--- config.mk ---
export PLATFORM = sky130hd
export DESIGN_NAME = multdiv_seq_ctrl
export DESIGN_NICKNAME = d
export VERILOG_FILES = /design/src/rtl/multdiv_pkg.sv /design/src/rtl/multdiv_iter_counter.sv /design/src/rtl/multdiv_seq_ctrl.sv
export SDC_FILE = /design/constraint.sdc
export NUM_CORES = 1
export LEC_CHECK = 0
export BUFFER_PORTS_ARGS = -buffer_cell sky130_fd_sc_hd__buf_2
export CORE_MARGIN = 4
export CORE_UTILIZATION = 50
export CTS_CLUSTER_SIZE = 24
export DETAILED_ROUTE_END_ITERATION = 10
export PLACE_DENSITY = 0.74
export SKIP_CTS_REPAIR_TIMING = 1
export SYNTH_ARGS = -nofsm -noshare
export SYNTH_HDL_FRONTEND = slang
export SYNTH_HIERARCHICAL = 1
export SYNTH_SLANG_ARGS = --single-unit
--- constraint.sdc ---
create_clock -name clock -period 4.28 [get_ports clock]
set_input_delay 0.642 -clock clock [delete_from_list [all_inputs] [get_ports clock]]
set_output_delay 0.642 -clock clock [all_outputs]
set_load 0.005 [all_outputs]
--- src/rtl/multdiv_pkg.sv ---
// Shared constants and state encoding for the multiply/divide sequencing controller.
package multdiv_pkg;

    localparam int unsigned DFLT_MULT_ITERS = 16;
    localparam int unsigned DFLT_DIV_ITERS  = 32;
    localparam int unsigned DFLT_CNT_W      = 6;

    typedef enum logic [1:0] {
        IDLE = 2'd0,
        LOAD = 2'd1,
        RUN  = 2'd2,
        DONE = 2'd3
    } md_state_e;

endpackage

--- src/rtl/multdiv_iter_counter.sv ---
// Iteration counter: synchronous clear, enable, and saturation at the terminal count.
module multdiv_iter_counter #(
    parameter int unsigned CNT_W = 6
) (
    input  logic             clock,
    input  logic             reset,
    input  logic             clr,
    input  logic             en,
    input  logic [CNT_W-1:0] limit,
    output logic [CNT_W-1:0] count,
    output logic             tc
);

    logic [CNT_W-1:0] count_q;
    logic [CNT_W-1:0] count_d;

    assign tc    = (count_q == limit);
    assign count = count_q;

    // Holds at the terminal value instead of wrapping.
    always_comb begin
        count_d = count_q;
        if (clr) begin
            count_d = '0;
        end else if (en && !tc) begin
            count_d = count_q + CNT_W'(1);
        end
    end

    always_ff @(posedge clock or posedge reset) begin
        if (reset) begin
            count_q <= '0;
        end else begin
            count_q <= count_d;
        end
    end

endmodule

--- src/rtl/multdiv_seq_ctrl.sv ---
// Sequencer for the iterative multiply/divide datapaths (IDLE/LOAD/RUN/DONE).
// Optional multiply-overflow exception enabled by defining MULTDIV_MULT_OVF_EN.
module multdiv_seq_ctrl
    import multdiv_pkg::*;
#(
    parameter int unsigned MULT_ITERS = DFLT_MULT_ITERS,
    parameter int unsigned DIV_ITERS  = DFLT_DIV_ITERS,
    parameter int unsigned CNT_W      = DFLT_CNT_W
) (
    input  logic             clock,
    input  logic             reset,
    input  logic             ctrl_MULT,
    input  logic             ctrl_DIV,
    input  logic             divisor_zero,
`ifdef MULTDIV_MULT_OVF_EN
    input  logic             mult_ovf,
`endif
    output logic             mult_reg_ena,
    output logic             mult_shift_ena,
    output logic             div_reg_ena,
    output logic             div_shift_ena,
    output logic [CNT_W-1:0] count,
    output logic             op_is_div,
    output logic             busy,
    output logic             stall,
    output logic             data_resultRDY,
    output logic             data_exception
);

    md_state_e state_q, state_d;
    logic      op_is_div_q, op_is_div_d;
    logic      exc_q, exc_d;
    logic      mult_reg_ena_q, mult_reg_ena_d;
    logic      mult_shift_ena_q, mult_shift_ena_d;
    logic      div_reg_ena_q, div_reg_ena_d;
    logic      div_shift_ena_q, div_shift_ena_d;
    logic      busy_q, busy_d;
    logic      rdy_q, rdy_d;
    logic      exc_out_q, exc_out_d;

    logic             cnt_clr;
    logic             cnt_en;
    logic             cnt_tc;
    logic [CNT_W-1:0] cnt_limit;

    assign cnt_clr   = (state_q == LOAD);
    assign cnt_en    = (state_q == RUN);
    assign cnt_limit = op_is_div_q ? CNT_W'(DIV_ITERS - 1) : CNT_W'(MULT_ITERS - 1);

    multdiv_iter_counter #(
        .CNT_W (CNT_W)
    ) u_iter_counter (
        .clock (clock),
        .reset (reset),
        .clr   (cnt_clr),
        .en    (cnt_en),
        .limit (cnt_limit),
        .count (count),
        .tc    (cnt_tc)
    );

    // Next state; a start in any state restarts through LOAD and drops the current op.
    always_comb begin
        state_d     = state_q;
        op_is_div_d = op_is_div_q;
        exc_d       = exc_q;

        if (ctrl_MULT) begin
            state_d     = LOAD;
            op_is_div_d = 1'b0;
            exc_d       = 1'b0;
        end else if (ctrl_DIV) begin
            state_d     = LOAD;
            op_is_div_d = 1'b1;
            exc_d       = 1'b0;
        end else begin
            case (state_q)
                IDLE: state_d = IDLE;
                LOAD: begin
                    if (op_is_div_q && divisor_zero) begin
                        state_d = DONE;
                        exc_d   = 1'b1;
                    end else begin
                        state_d = RUN;
                    end
                end
                RUN: begin
                    if (cnt_tc) begin
                        state_d = DONE;
`ifdef MULTDIV_MULT_OVF_EN
                        exc_d   = !op_is_div_q && mult_ovf;
`endif
                    end
                end
                DONE:    state_d = IDLE;
                default: state_d = IDLE;
            endcase
        end
    end

    // Moore outputs decoded from the next state so they are valid in that state's cycle.
    always_comb begin
        mult_reg_ena_d   = 1'b0;
        mult_shift_ena_d = 1'b0;
        div_reg_ena_d    = 1'b0;
        div_shift_ena_d  = 1'b0;
        busy_d           = 1'b0;
        rdy_d            = 1'b0;
        exc_out_d        = 1'b0;

        if (state_d == LOAD || state_d == RUN) begin
            busy_d         = 1'b1;
            mult_reg_ena_d = !op_is_div_d;
            div_reg_ena_d  = op_is_div_d;
        end
        if (state_d == RUN) begin
            mult_shift_ena_d = !op_is_div_d;
            div_shift_ena_d  = op_is_div_d;
        end
        if (state_d == DONE) begin
            rdy_d     = 1'b1;
            exc_out_d = exc_d;
        end
    end

    always_ff @(posedge clock or posedge reset) begin
        if (reset) begin
            state_q          <= IDLE;
            op_is_div_q      <= 1'b0;
            exc_q            <= 1'b0;
            mult_reg_ena_q   <= 1'b0;
            mult_shift_ena_q <= 1'b0;
            div_reg_ena_q    <= 1'b0;
            div_shift_ena_q  <= 1'b0;
            busy_q           <= 1'b0;
            rdy_q            <= 1'b0;
            exc_out_q        <= 1'b0;
        end else begin
            state_q          <= state_d;
            op_is_div_q      <= op_is_div_d;
            exc_q            <= exc_d;
            mult_reg_ena_q   <= mult_reg_ena_d;
            mult_shift_ena_q <= mult_shift_ena_d;
            div_reg_ena_q    <= div_reg_ena_d;
            div_shift_ena_q  <= div_shift_ena_d;
            busy_q           <= busy_d;
            rdy_q            <= rdy_d;
            exc_out_q        <= exc_out_d;
        end
    end

    assign mult_reg_ena   = mult_reg_ena_q;
    assign mult_shift_ena = mult_shift_ena_q;
    assign div_reg_ena    = div_reg_ena_q;
    assign div_shift_ena  = div_shift_ena_q;
    assign op_is_div      = op_is_div_q;
    assign busy           = busy_q;
    assign data_resultRDY = rdy_q;
    assign data_exception = exc_out_q;

    // Stall is the one combinational output: it covers the start cycle itself.
    assign stall = busy_q || ((state_q == IDLE) && (ctrl_MULT || ctrl_DIV));

endmodule

* Word-level counts from Yosys, hierarchy flattened *
Cells that the tools add are included.
Widths: inputs -> output; s select.

cells by class
  muxes and demuxes = 21
  eq/ne operators = 7
  $add $sub $neg = 1
  reductions and logical operators = 11

operators by type and width
  cell                 number
  $mux 1               14
  $mux 6               2
  $eq 2x2->1 const B   4
  $add 6x1->6 const B  1
  $eq 6x5->1           1
  $mux 2               3
  $pmux 2 s3           1
  $mux 5               1
  $eq 2x1->1 const B   2
  $logic_and 1x1->1    3
  $logic_or 1x1->1     3
  $logic_not 1->1      2
  $logic_not 2->1      1
  $reduce_bool 2->1    1
  $reduce_or 2->1      1

storage, ports and cells
  output and inout bits = 15
  logic and storage cells = 51
  bits in registers = 17

* Depth between registers and ports, before layout *
  word-level depth = 9
  depth in mapped cells = 8
  depth with buffers taken out = 8

* Cells and area by module *
The synthesis kept the hierarchy.

modules (own cells, without submodules)
  module                area an instance (um^2)  instances  cells an instance
  multdiv_seq_ctrl      489.2                    1          40
  multdiv_iter_counter  439.2                    1          47

* Worst setup path after synthesis *
OpenSTA, ideal clock, no wires.

  path type = register to register
  start point = register u_iter_counter.count_q[4], in the netlist u_iter_counter/count[4]
  end point = register div_reg_ena_q, in the netlist div_reg_ena
  clock period less this slack = 2,043 ps
  arrival time = 1,927 ps
  cell stages (with the launch flop) = 9
  required time = 4,163 ps
  buffers on the path = 0
  path slack = 2,237 ps
  cell sequence = dfrtp_1 -> xor2_1 -> nor4_4 -> and2_1 -> nor2_1 -> o311a_1 -> ha_1 -> inv_1 -> and2_4

between the ends
  longest elaborated chain between the ends = 8
  elaborated cells between the ends (all ways) = 9
  classes of those cells = 3 x eq/ne; 5 x mux; 1 x reduce/logical

RTL lines
  element                                          line                        RTL
  start, declared                                  multdiv_iter_counter.sv:14  logic [CNT_W-1:0] count_q;
  start signal, assigned                           multdiv_iter_counter.sv:34  count_q <= count_d;
  $eq 6x5->1 *                                     multdiv_iter_counter.sv:17  assign tc = (count_q == limit);
  net cnt_tc                                       multdiv_seq_ctrl.sv:43      logic cnt_tc;
  $mux 2 *                                         multdiv_seq_ctrl.sv:88      if (cnt_tc) begin
  $pmux 2 s3 *                                     multdiv_seq_ctrl.sv:77      case (state_q)
  $mux 2 *                                         multdiv_seq_ctrl.sv:72      end else if (ctrl_DIV) begin
  $mux 2 *                                         multdiv_seq_ctrl.sv:68      if (ctrl_MULT) begin
  $eq 2x1->1 / $eq 2x2->1 (equally long branches)  multdiv_seq_ctrl.sv:111     if (state_d == LOAD || state_d == RUN) begin
  $logic_or 1x1->1 *                               multdiv_seq_ctrl.sv:111
  $mux 1 *                                         multdiv_seq_ctrl.sv:111
  net div_reg_ena_d                                multdiv_seq_ctrl.sv:35      logic div_reg_ena_q, div_reg_ena_d;
  end signal, assigned                             multdiv_seq_ctrl.sv:144     div_reg_ena_q <= div_reg_ena_d;
  end, declared                                    multdiv_seq_ctrl.sv:35

The timed path passes the listed nets; every way through them passes the cells marked *.
A chain may end at the register's enable or synchronous reset.

* Final worst setup path *
  start point = register op_is_div_q, in the netlist op_is_div
  end point = register div_reg_ena_q, in the netlist div_reg_ena

between the ends
  longest elaborated chain between the ends = 9
  elaborated cells between the ends (all ways) = 14
  classes of those cells = 3 x eq/ne; 9 x mux; 2 x reduce/logical

RTL lines
  element                                          line                        RTL
  start, declared                                  multdiv_seq_ctrl.sv:31      logic op_is_div_q, op_is_div_d;
  start signal, assigned                           multdiv_seq_ctrl.sv:140     op_is_div_q <= op_is_div_d;
  $mux 5 *                                         multdiv_seq_ctrl.sv:48      assign cnt_limit = op_is_div_q ? CNT_W'(DIV_ITERS - 1) : CNT_W'(MULT_ITERS - 1);
  $eq 6x5->1 *                                     multdiv_iter_counter.sv:17
  net cnt_tc                                       multdiv_seq_ctrl.sv:43
  $mux 2 *                                         multdiv_seq_ctrl.sv:88
  $pmux 2 s3 *                                     multdiv_seq_ctrl.sv:77
  $mux 2 *                                         multdiv_seq_ctrl.sv:72
  $mux 2 *                                         multdiv_seq_ctrl.sv:68
  $eq 2x1->1 / $eq 2x2->1 (equally long branches)  multdiv_seq_ctrl.sv:111
  $logic_or 1x1->1 *                               multdiv_seq_ctrl.sv:111
  $mux 1 *                                         multdiv_seq_ctrl.sv:111
  net div_reg_ena_d                                multdiv_seq_ctrl.sv:35

Marked as above.

==> impl_metrics.py <==
metrics = {
    "synth": {
        "synthXorXnorAreaFrac_pct": 5.66,
        "seq_area_frac_synth_pct": 45.8,
        "ys_types": 29,
        "ys_ff_latch": 17,
        "syn_inst": 87,
        "synth_top_family_by_area": "simple AND/OR/NAND/NOR gates",
        "synth_compound_area_share_pct": 10.2,
        "yosys-mux-area-fraction_pct": 5.93,
        "synth_fa_ha_area_share_pct": 9.43,
        "synth_area_sq_um": 928,
        "ys_warn_count": 6,
        "yosys.area_share.simple_pct": 18.9,
        "avgSynthCellArea_sq_um": 10.7,
    },
    "power": {
        "leakagePower_nw": 0.585,
        "power_switching_share_pct": 25.6,
        "p_int_mw": 0.220,
        "pwr-share-comb_pct": 14.4,
        "ir_drop_mv": 0.202,
        "switching_power_mw": 0.0759,
        "power.share.sequential_pct": 57.6,
        "p_clk_share_pct": 28.0,
        "p_per_area_mw_per_mm2": 272,
    },
    "place": {
        "dpl_worst_slack_ns": 2.07,
        "placed_area_sq_mm": 0.00106,
        "io_buffers": 19,
        "dp.cells": 133,
        "routabilityCongestion": 0.849,
        "dp_hpwl_um": 1310,
    },
    "drt": {
        "wire_per_inst_um": 12.0,
        "via_per_inst": 4.88,
        "firstDrtPassIters": 4,
        "vias": 669,
        "drc": 0,
        "wl_um": 1650,
        "drtIter0Drc": 18,
        "ant_nets": 0,
    },
    "die": {
        "chipWidth_um": 51.1,
        "fp-row-count": 15,
        "die_h_um": 51.1,
        "fp.coreArea_sq_mm": 0.00175,
        "dieArea_sq_mm": 0.00261,
        "io_pins": 20,
        "start_util_pct": 53.2,
    },
    "grt": {
        "grt_usage_pct": 15.6,
        "overflow": 0,
        "antenna_found_initial": 0,
        "grt_pass1_vias": 684,
        "grt_pass1_wl_um": 3010,
        "grt_max_degree": 12,
    },
    "critical_path": {
        "rr_worst_depth": 8,
        "worstReg2RegEnd": "div_reg_ena",
        "r2r_start": "op_is_div",
        "crit_arrival_ns": 2.40,
        "end_kind": "register",
        "reg2reg_slack_ns": 2.06,
        "crit_chain": "xor2_1 > nor4_4 > and2_1 > nor2_1 > o311a_1 > ha_1 > inv_1 > and2_4",
        "slowest_delay_ns": 0.45,
        "worstPathMaxFanout": 6,
        "slowest_stage": "dfrtp_1",
        "critical_path_class": "reg -> reg",
        "start_kind": "register",
        "crit_required_ns": 4.46,
    },
    "clock_tree": {
        "htreeDepth": 1,
        "clockBufferDepth": 2,
        "cts_tree": "yes",
        "clk_pin_slew_ns": 0.10,
        "cts-root-buf": "clkbuf_4",
        "cts_buffers": 3,
        "cts.sinks": 17,
        "insertion_delay_ns": 0.28,
    },
    "final_layout": {
        "antenna_cells": 0,
        "instances_no_fill": 137,
        "final_area_sq_mm": 0.00109,
        "syn_to_final_growth_pct": 17.3,
        "layout.nets": 125,
        "drive_gt1_share_pct": 26.8,
        "fillers": 156,
    },
    "timing": {
        "setup_viol": 0,
        "grt_setup_unrepaired": "no",
        "min_period_ns": 2.22,
        "finalHoldViolCount": 0,
        "fin_skew_ns": 0.0105,
        "whs_ns": 0.263,
        "drv_slew": 0,
        "finalCritPeriodShare_pct": 51.8,
        "setup_tns_ns": 0,
        "worst_slack_ns": 2.06,
        "max_freq_ghz": 0.451,
    },
    "worst_hold_path": {
        "hold_path.class": "in -> async",
    },
    "outcome": {
        "outcome": "complete, no violations",
    },
    "job": {
        "cap_violations": 0,
    },
}
[metal layers]
| metal | share of wire [%] | up-vias | global-route usage (%) | wire (um) |
|---|---|---|---|---|
| li1 | - | 339 | - | - |
| met1 | 44 | 314 | 19.3 | 721 |
| met2 | 51 | 14 | 26.8 | 836 |
| met3 | 4.7 | 2 | 2.92 | 78 |
| met4 | 0.73 | 0 | 5.38 | 12 |
| met5 | 0 | - | 0 | 0 |
[flip-flops by register name, summed over array words and instances (netlist names)]
| register | cells |
|---|---|
| u_iter_counter/count | 6 |
| state_q | 2 |
| busy | 1 |
| data_exception | 1 |
| data_resultRDY | 1 |
| div_reg_ena | 1 |
| div_shift_ena | 1 |
| exc_q | 1 |
| mult_reg_ena | 1 |
| mult_shift_ena | 1 |
| op_is_div | 1 |
[cell usage in the layout (no fill, tap or decap), drive strengths merged]
cell,count
mux2i,1
a2111oi,1
clkbuf,4
and3b,1
o311ai,1
a21boi,1
nand3,1
conb,5
nor4,1
and2,4
o21ai,1
inv,7
a21oi,3
a311o,1
mux2,4
nand2,5
xor2,6
buf,19
o311a,1
nor2,8
nand2b,1
nor3,1
ha,7
o21ba,1
nor2b,5
dfrtp,17
a211oi,1
nand4,3
a31oi,1
[logic make-up after synthesis]
family | count (synthesis)
buf+inv | 8
compound gates | 12
mux | 5
other cells | 2
flops | 17
simple gates | 30
fa+ha+maj | 7
xor+xnor | 6
[worst max path at each step]
stage                            startpoint        endpoint  slack, ns
detailed placement                op_is_div     div_reg_ena       2.07
finish                            op_is_div     div_reg_ena       2.06
CTS                               op_is_div     div_reg_ena       2.05
global route                      op_is_div  data_exception       1.94
global placement                  op_is_div     div_reg_ena       2.18
floorplan           u_iter_counter/count[4]     div_reg_ena       2.24
[power groups by stage]
| stage | Sequential (mW) | Clock, mW | Combinational [mW] |
|---|---|---|---|
| finish | 0.170 | 0.0830 | 0.0428 |
| global route | 0.172 | 0.0978 | 0.0487 |
| CTS | 0.171 | 0.0881 | 0.0437 |
| global placement | 0.173 | 0 | 0.0424 |
| detailed placement | 0.174 | 0 | 0.0435 |
| floorplan | 0.174 | 0 | 0.0275 |
[critical path, delay by kind of cell, from the launching register on]
| family | cells | cell delay [ns] |
|---|---|---|
| compound gates | 1 | 0.30 |
| xor+xnor | 1 | 0.19 |
| flops | 1 | 0.45 |
| buf+inv | 1 | 0.05 |
| fa+ha+maj | 1 | 0.30 |
| simple gates | 4 | 0.81 |
[Yosys cell counts]
cell	instances	area, sq um
mux2_2	4	45.0
dfrtp_1	17	425
and2_1	2	12.5
clkbuf_1	1	3.75
nor3_1	1	5.00
a2111oi_0	1	8.76
inv_1	7	26.3
a31oi_1	1	6.26
ha_1	7	87.6
o21ba_4	1	16.3
a21oi_1	3	15.0
nor4_4	1	21.3
nand3_1	1	5.00
nor2_1	8	30.0
o311ai_1	1	8.76
nand2_1	5	18.8
a311o_1	1	10.0
o21ai_0	1	5.00
and2_4	2	17.5
a211oi_1	1	7.51
nand2b_1	1	6.26
o311a_1	1	10.0
conb_1	2	7.51
and3b_1	1	8.76
mux2i_1	1	10.0
nor2b_1	5	31.3
xor2_1	6	52.6
a21boi_1	1	7.51
nand4_1	3	18.8
[through the flow]
step                util (%)  total power [mW]
CTS                     62.4             0.302
finish                  62.4             0.296
global placement        60.9             0.216
floorplan                  -             0.201
global route            62.4             0.318
detailed placement      60.9             0.217
[layout make-up]
cell class              count  area (sq um)  share of cell area (%)
clock buffers               4          26.3                    2.41
inverters                   7          26.3                    2.41
multi-input cells          65           484                    44.5
flip-flops and latches     17           425                    39.1
well taps                  25          31.3                    2.87
repair buffers             19          95.1                    8.74
Note: power is estimated with default switching activity, not from simulation.
